<file path="config.mk">
export PLATFORM = sky130hd
export DESIGN_NAME = byte_streamer_flat
export DESIGN_NICKNAME = d
export VERILOG_FILES = /design/src/rtl/byte_streamer_pkg.sv /design/src/rtl/byte_streamer_if.sv /design/src/rtl/byte_streamer_shift_reg.sv /design/src/rtl/byte_streamer.sv /design/src/flat_wrapper.sv
export SDC_FILE = /design/constraint.sdc
export NUM_CORES = 1
export LEC_CHECK = 0
export CORE_UTILIZATION = 53
export CTS_BUF_LIST = sky130_fd_sc_hd__clkbuf_4
export DETAILED_ROUTE_END_ITERATION = 8
export GPL_TIMING_DRIVEN = 0
export PLACE_DENSITY = 0.92
export SLEW_MARGIN = 5
export SYNTH_ARGS = -nofsm -noshare
export SYNTH_HDL_FRONTEND = slang
export SYNTH_HIERARCHICAL = 1
export SYNTH_SLANG_ARGS = --single-unit
export TNS_END_PERCENT = 50
</file>
<file path="constraint.sdc">
create_clock -name clk -period 2 [get_ports clk]
set_clock_uncertainty 0.1 [all_clocks]
set_input_delay 0.4 -clock clk [delete_from_list [all_inputs] [get_ports clk]]
set_output_delay 0.4 -clock clk [all_outputs]
set_load 0.1 [all_outputs]
</file>
<file path="src/rtl/byte_streamer_pkg.sv">
// Shared constants and helpers for the byte_streamer serial-to-parallel deserializer.
package byte_streamer_pkg;

  localparam int BS_WIDTH = 8;

  function automatic int bs_cnt_w(input int width);
    return $clog2(width);
  endfunction

endpackage

</file>
<file path="src/rtl/byte_streamer_if.sv">
// Serial input and parallel output bundle of the byte_streamer.
interface byte_streamer_if
  import byte_streamer_pkg::*;
#(
  parameter int WIDTH = BS_WIDTH
);

  logic             shift_enable;
  logic             serial_in;
  logic [WIDTH-1:0] parallel_out;
  logic             byte_ready;

  modport master (
    output shift_enable,
    output serial_in,
    input  parallel_out,
    input  byte_ready
  );

  modport slave (
    input  shift_enable,
    input  serial_in,
    output parallel_out,
    output byte_ready
  );

endinterface

</file>
<file path="src/rtl/byte_streamer_shift_reg.sv">
// Enable-gated shift register; word_o is the value the register takes on an enabled edge.
module bs_shift_reg #(
  parameter int WIDTH     = 8,
  parameter bit MSB_FIRST = 1'b1
) (
  input  logic             clk,
  input  logic             rst_n,
  input  logic             en,
  input  logic             din,
  output logic [WIDTH-1:0] word_o
);

  logic [WIDTH-1:0] sr_q;
  logic [WIDTH-1:0] sr_d;
  logic [WIDTH-1:0] shifted_s;

  generate
    if (WIDTH == 1) begin : g_single
      assign shifted_s = din;
    end else if (MSB_FIRST) begin : g_msb
      assign shifted_s = {sr_q[WIDTH-2:0], din};
    end else begin : g_lsb
      assign shifted_s = {din, sr_q[WIDTH-1:1]};
    end
  endgenerate

  assign word_o = shifted_s;

  // Next-state: shift only on enabled edges.
  always_comb begin
    sr_d = sr_q;
    if (en) begin
      sr_d = shifted_s;
    end else begin
      sr_d = sr_q;
    end
  end

  // Shift register storage.
  always_ff @(posedge clk or negedge rst_n) begin
    if (!rst_n) begin
      sr_q <= '0;
    end else begin
      sr_q <= sr_d;
    end
  end

endmodule

</file>
<file path="src/rtl/byte_streamer.sv">
// MSB/LSB-first deserializer: counts enabled bits and publishes each completed word with a one-cycle strobe.
module byte_streamer
  import byte_streamer_pkg::*;
#(
  parameter int WIDTH     = BS_WIDTH,
  parameter bit MSB_FIRST = 1'b1
) (
  input  logic           clk,
  input  logic           rst_n,
  byte_streamer_if.slave bs
);

  // A one-bit counter is kept even for WIDTH=1 so the vector is never zero-width.
  localparam int              CNT_W    = (bs_cnt_w(WIDTH) > 0) ? bs_cnt_w(WIDTH) : 1;
  localparam logic [CNT_W-1:0] CNT_LAST = CNT_W'(WIDTH - 1);

  logic [WIDTH-1:0] word_s;
  logic [CNT_W-1:0] cnt_q, cnt_d;
  logic [WIDTH-1:0] dout_q, dout_d;
  logic             rdy_q, rdy_d;

  bs_shift_reg #(
    .WIDTH     (WIDTH),
    .MSB_FIRST (MSB_FIRST)
  ) u_shift_reg (
    .clk    (clk),
    .rst_n  (rst_n),
    .en     (bs.shift_enable),
    .din    (bs.serial_in),
    .word_o (word_s)
  );

  // Bit counting and word completion.
  always_comb begin
    cnt_d  = cnt_q;
    dout_d = dout_q;
    rdy_d  = 1'b0;
    if (bs.shift_enable) begin
      if (cnt_q == CNT_LAST) begin
        cnt_d  = '0;
        dout_d = word_s;
        rdy_d  = 1'b1;
      end else begin
        cnt_d  = cnt_q + CNT_W'(1);
      end
    end else begin
      cnt_d  = cnt_q;
      dout_d = dout_q;
    end
  end

  // Counter, output word and ready strobe registers.
  always_ff @(posedge clk or negedge rst_n) begin
    if (!rst_n) begin
      cnt_q  <= '0;
      dout_q <= '0;
      rdy_q  <= 1'b0;
    end else begin
      cnt_q  <= cnt_d;
      dout_q <= dout_d;
      rdy_q  <= rdy_d;
    end
  end

  assign bs.parallel_out = dout_q;
  assign bs.byte_ready   = rdy_q;

endmodule

</file>
<file path="src/flat_wrapper.sv">
// flat-port wrapper written by rule: the top's interface ports become plain ports
module byte_streamer_flat import byte_streamer_pkg::*;
#(
  parameter int WIDTH     = BS_WIDTH,
  parameter bit MSB_FIRST = 1'b1
)
  (clk, rst_n, bs_shift_enable, bs_serial_in, bs_parallel_out, bs_byte_ready);
  byte_streamer_if #(.WIDTH(WIDTH)) bs_i ();
  input  logic clk;
  input  logic rst_n;
  input wire logic [$bits(bs_i.shift_enable)-1:0] bs_shift_enable;
  input wire logic [$bits(bs_i.serial_in)-1:0] bs_serial_in;
  output wire logic [$bits(bs_i.parallel_out)-1:0] bs_parallel_out;
  output wire logic [$bits(bs_i.byte_ready)-1:0] bs_byte_ready;
  assign bs_i.shift_enable = bs_shift_enable;
  assign bs_i.serial_in = bs_serial_in;
  assign bs_parallel_out = bs_i.parallel_out;
  assign bs_byte_ready = bs_i.byte_ready;
  byte_streamer #(.WIDTH(WIDTH), .MSB_FIRST(MSB_FIRST)) u_core (.clk(clk), .rst_n(rst_n), .bs(bs_i));
endmodule
</file>
# Yosys cells after proc, flatten, opt, wreduce, memory -nomap -nowiden
# Cells that the tools add are included.
# word_totals
ff_bits	19
word_cells	10
out_inout_bits	9
# op_classes
reduce_logical	1
n_eq_ne	1
add_sub_neg	1
muxes	3
# ops
op	n
3-bit by 1-bit adder with 3-bit output (second input constant)	1
3-bit == test (second input constant)	1
3-bit 2-to-1 mux	1
1-bit 2-to-1 mux	2
2-bit AND reduction	1

# Longest topological paths before layout
# Gate-level depths: netlist of the first run.
# logic_depth
ltp_word	3
depth_mapped	4
depth_no_buf	4

# Cells and area by module
# Netlist of the first run, hierarchy kept.
# modules_own_cells
module	seq_area_each_um2	area_each_um2	instances	cells_per_inst
byte_streamer	300.3	473.0	1	30
bs_shift_reg	175.2	299.0	1	16

# Worst setup path after synthesis of the first run
# No wires, ideal clock.
# synth_path
path_type	register -> register
startpoint	register u_core.cnt_q[0]
endpoint	register u_core.dout_q[0], in the netlist u_core/bs.parallel_out[0]
slack_ps	555
period_less_slack_ps	1445
stages_incl_launch_ff	5
required_ps	1774
t_arrival_ps	1219
path_cell_list	dfrtp_1 > ha_1 > ha_1 > nand2_4 > mux2_2
# synth_between
elab_chain_len	2
# synth_lines
element	line	text
start: declaration	byte_streamer.sv:18	logic [CNT_W-1:0] cnt_q, cnt_d;
start signal: assignment	byte_streamer.sv:59	cnt_q <= cnt_d;
3-bit == test	byte_streamer.sv:39	if (cnt_q == CNT_LAST) begin
2-bit AND reduction (no source line)	n/a	
end signal: assignment	byte_streamer.sv:60	dout_q <= dout_d;
end: declaration	byte_streamer.sv:19	logic [WIDTH-1:0] dout_q, dout_d;
# Every way passes these cells.
# A chain may end at the register's enable or synchronous reset.

# Worst setup path after layout of the first run
# layout_path
startpoint	register u_core.dout_q[1], in the netlist u_core/bs.parallel_out[1]
endpoint	output bs_parallel_out[1]
# layout_lines
element	line	text
end: declaration	flat_wrapper.sv:13	output wire logic [$bits(bs_i.parallel_out)-1:0] bs_parallel_out;
# No word-level cell between the ends.

==> out/results.txt, run 1 <==
CTS saw 19 sinks. Setup violations remaining at the end of the flow were counted as 0. The share of the clock period used by the worst path after layout works out to 98.0%.

Adding up every negative setup slack in the final design gives 0 ns. Total CTS buffers: 3. Global routing finished with a remaining overflow of 0.

The transition time of the tightest slew-check pin was 0.947 ns; the die boundary height was 40.2 um. The root buffer cell chosen for the clock tree is sky130_fd_sc_hd__clkbuf_4. Sort of element at the end of the critical path: an output port. The yosys synthesis warning count was 6; the ratio of cells with drive above 1 in the final layout was 50.0%. The final layout contains routed wiring with a total length of 1100 um.

The run gives 0.00133 mm2 as the floorplan core area. Max-cap violations in this run came to 0. For the first-pass GRT wire length, the log shows 1680 um. The overall global routing resource usage was 17.0%; the required time of the critical path was 1.50 ns.

Port buffering added 12 buffers. The critical path is of the flip-flop to output port type. After the first detailed-routing iteration, the DRC count stood at 3. The first detailed-routing pass took 2 iterations. The post-synthesis sequential element count is 19, and the clock tree buffer depth is 2. Growth of design area from synthesis to finish: 17.3%. The run gives 97 as the count of fill cells added during filler insertion. Detailed placement ended at an HPWL of 781 um. The starting density of the core was 57.9%.

The kind of cell with the highest combined delay along the critical path is buffers and inverters. The floorplan step defined a die boundary enclosing 0.00161 mm2. The via count of the first global-routing pass is 391.

TritonCTS built the clock tree. The max-slew violation count was 0. On the critical path, the stage with the largest delay is an instance of sky130_fd_sc_hd__clkdlybuf4s15_1.

The critical path goes through clkdlybuf4s15_1. Setup repair after global routing left no endpoint under its margin. The maximum level of the CTS H-tree was 1; the largest fanout of any net on the critical path was 2.

The DRC violation count after routing came out at 0. The repair_antennas step left the layout with diodes totalling 0. The data arrival time of the critical path was 1.46 ns; the worst-skew pair later-pin latency was 0.29 ns. The class of the tightest hold or removal check is flip-flop to flip-flop.

Derived from the worst setup path, the maximum achievable clock frequency is 510 MHz. The horizontal die dimension is 40.2 um. For the finished layout, the period the worst path requires is 1.96 ns.

Dividing the detail-routed wire length by the instance count gives 14.3 um. The quantity of hold-fixing buffers added after cts came out at 0. The library cell used most frequently in the layout, excluding fill and tap cells, is sky130_fd_sc_hd__dfrtp_1.

The number of setup buffers added after CTS is 0. The highest cell delay on the worst timing path works out to 0.82 ns. The worst pin sits at a relative slew slack of 37.1%.

The number of antenna violations at the first check in global routing was 0. The mapped netlist covers 772 um2. Placer's final routability congestion estimate: 0.701. The clock-pin slew of the registers on the worst-case setup and hold paths was 0.10 ns. After synthesis, the mean cell area works out to 16.8 um2. The flow ran to the end, and the final reports show no timing, DRC or antenna violations.

The register area share after synthesis was 61.6%; the mean number of vias per cell was 5.12. Synthesis produced a netlist with a net count of 52. Pin placement for this block handled 13 I/O pins. The remaining antenna violation count after routing is 0. The type of origin of the critical path is a flip-flop. For the final hold violation count, the log shows 0. In the layout the commonest cells are 19 x sky130_fd_sc_hd__dfrtp_1, 10 x sky130_fd_sc_hd__mux2_2, 7 x sky130_fd_sc_hd__clkbuf_2, 7 x sky130_fd_sc_hd__mux2_4, 4 x sky130_fd_sc_hd__clkbuf_4. Worst path buffer plus inverter count: 1. After technology mapping, the gate count stands at 46.

The final route contains 394 vias. At the end of the flow, the number of nets in the layout was 69. Yosys mapped the design onto 11 distinct sky130hd cell types. The tools report the standard-cell row count as 13. The pin count of the biggest net entering global routing is 20.
[per-layer routing]
layer	GRT usage, %	wire length (um)
met5	0	0
met4	10.3	5
met3	5.00	31
met2	25.0	531
met1	22.1	535
[registers in the layout (all words and copies together), names as in the netlist]
| name | cells |
|---|---|
| u_core/bs.parallel_out | 8 |
| u_core/cnt_q | 3 |
| u_core/bs.byte_ready | 1 |
| u_core/u_shift_reg/sr_q | 7 |
[kinds of logic after synthesis]
family          after synthesis  share of synthesized area (%)
flops                        19                           61.6
compound gates                1                          0.648
simple gates                  3                           2.92
mux                          17                           28.2
buf+inv                       4                           3.40
fa+ha+maj                     2                           3.24
[cell usage after synthesis]
master,instances,area share [%]
sky130_fd_sc_hd__buf_6,1,1.5
sky130_fd_sc_hd__nand2_4,1,1.5
sky130_fd_sc_hd__o21ai_0,1,0.65
sky130_fd_sc_hd__buf_4,1,0.97
sky130_fd_sc_hd__mux2_4,7,14
sky130_fd_sc_hd__nor2_1,1,0.49
sky130_fd_sc_hd__nand3b_1,1,0.97
sky130_fd_sc_hd__dfrtp_1,19,62
sky130_fd_sc_hd__inv_1,2,0.97
sky130_fd_sc_hd__mux2_2,10,15
sky130_fd_sc_hd__ha_1,2,3.2
[cell type report]
cell class                 instances  area (um2)  area share, %
sequential                        19         475           52.5
multi-input combinational         23         270           29.8
timing repair buffer              12        85.1           9.39
clock buffer                       4        30.0           3.31
buffer                             2        18.8           2.07
tap                               15        18.8           2.07
inverter                           2        7.51          0.829
[through the flow]
step           instances  cell area (um2)  utilization, %  hold slack, ns  worst slack, ns
2_1_floorplan         46              772               -         0.00441            0.555
3_3_place_gp          73              911            68.3           0.387           0.0490
3_5_place_dp          73              911            68.3           0.392           0.0318
4_1_cts               77              938            70.4           0.410          0.00262
5_1_grt               77              906            67.9           0.438          0.00248
6_report              77              906            67.9           0.412           0.0399
[path summary, 6_finish.rpt]
| path | start | end | slack (ns) | cells after the start |
|---|---|---|---|---|
| max in group asynchronous | rst_n | u_core/cnt_q[0]$_DFFE_PN0P_ | 0.85 | 1 |
| min | u_core/bs.parallel_out[4]$_DFFE_PN0P_ | u_core/bs.parallel_out[4]$_DFFE_PN0P_ | 0.41 | 1 |
| max | u_core/bs.parallel_out[1]$_DFFE_PN0P_ | bs_parallel_out[1] | 0.04 | 1 |
| min in group asynchronous | rst_n | u_core/bs.parallel_out[5]$_DFFE_PN0P_ | 0.46 | 1 |
| min reg2reg | u_core/bs.parallel_out[4]$_DFFE_PN0P_ | u_core/bs.parallel_out[4]$_DFFE_PN0P_ | 0.41 | 1 |
| max reg2reg | u_core/cnt_q[0]$_DFFE_PN0P_ | u_core/bs.parallel_out[6]$_DFFE_PN0P_ | 0.45 | 4 |
[timing repair]
item,4_1_cts,5_1_grt
resized for setup,16,9
endpoints found under the setup margin,9,8
endpoints found under the hold margin,0,0
Power of run 1 is left out: the tool's default activity adds up to more than one toggle a clock period on the data nets, which glitch-free logic cannot reach.
==> run 2: changes to the inputs <==
TNS_END_PERCENT = 5   (was 50)
==> results of run 2 <==
Final layout, timing and power as in run 1 (identical DEF).
Power of run 2 is left out for the same reason.
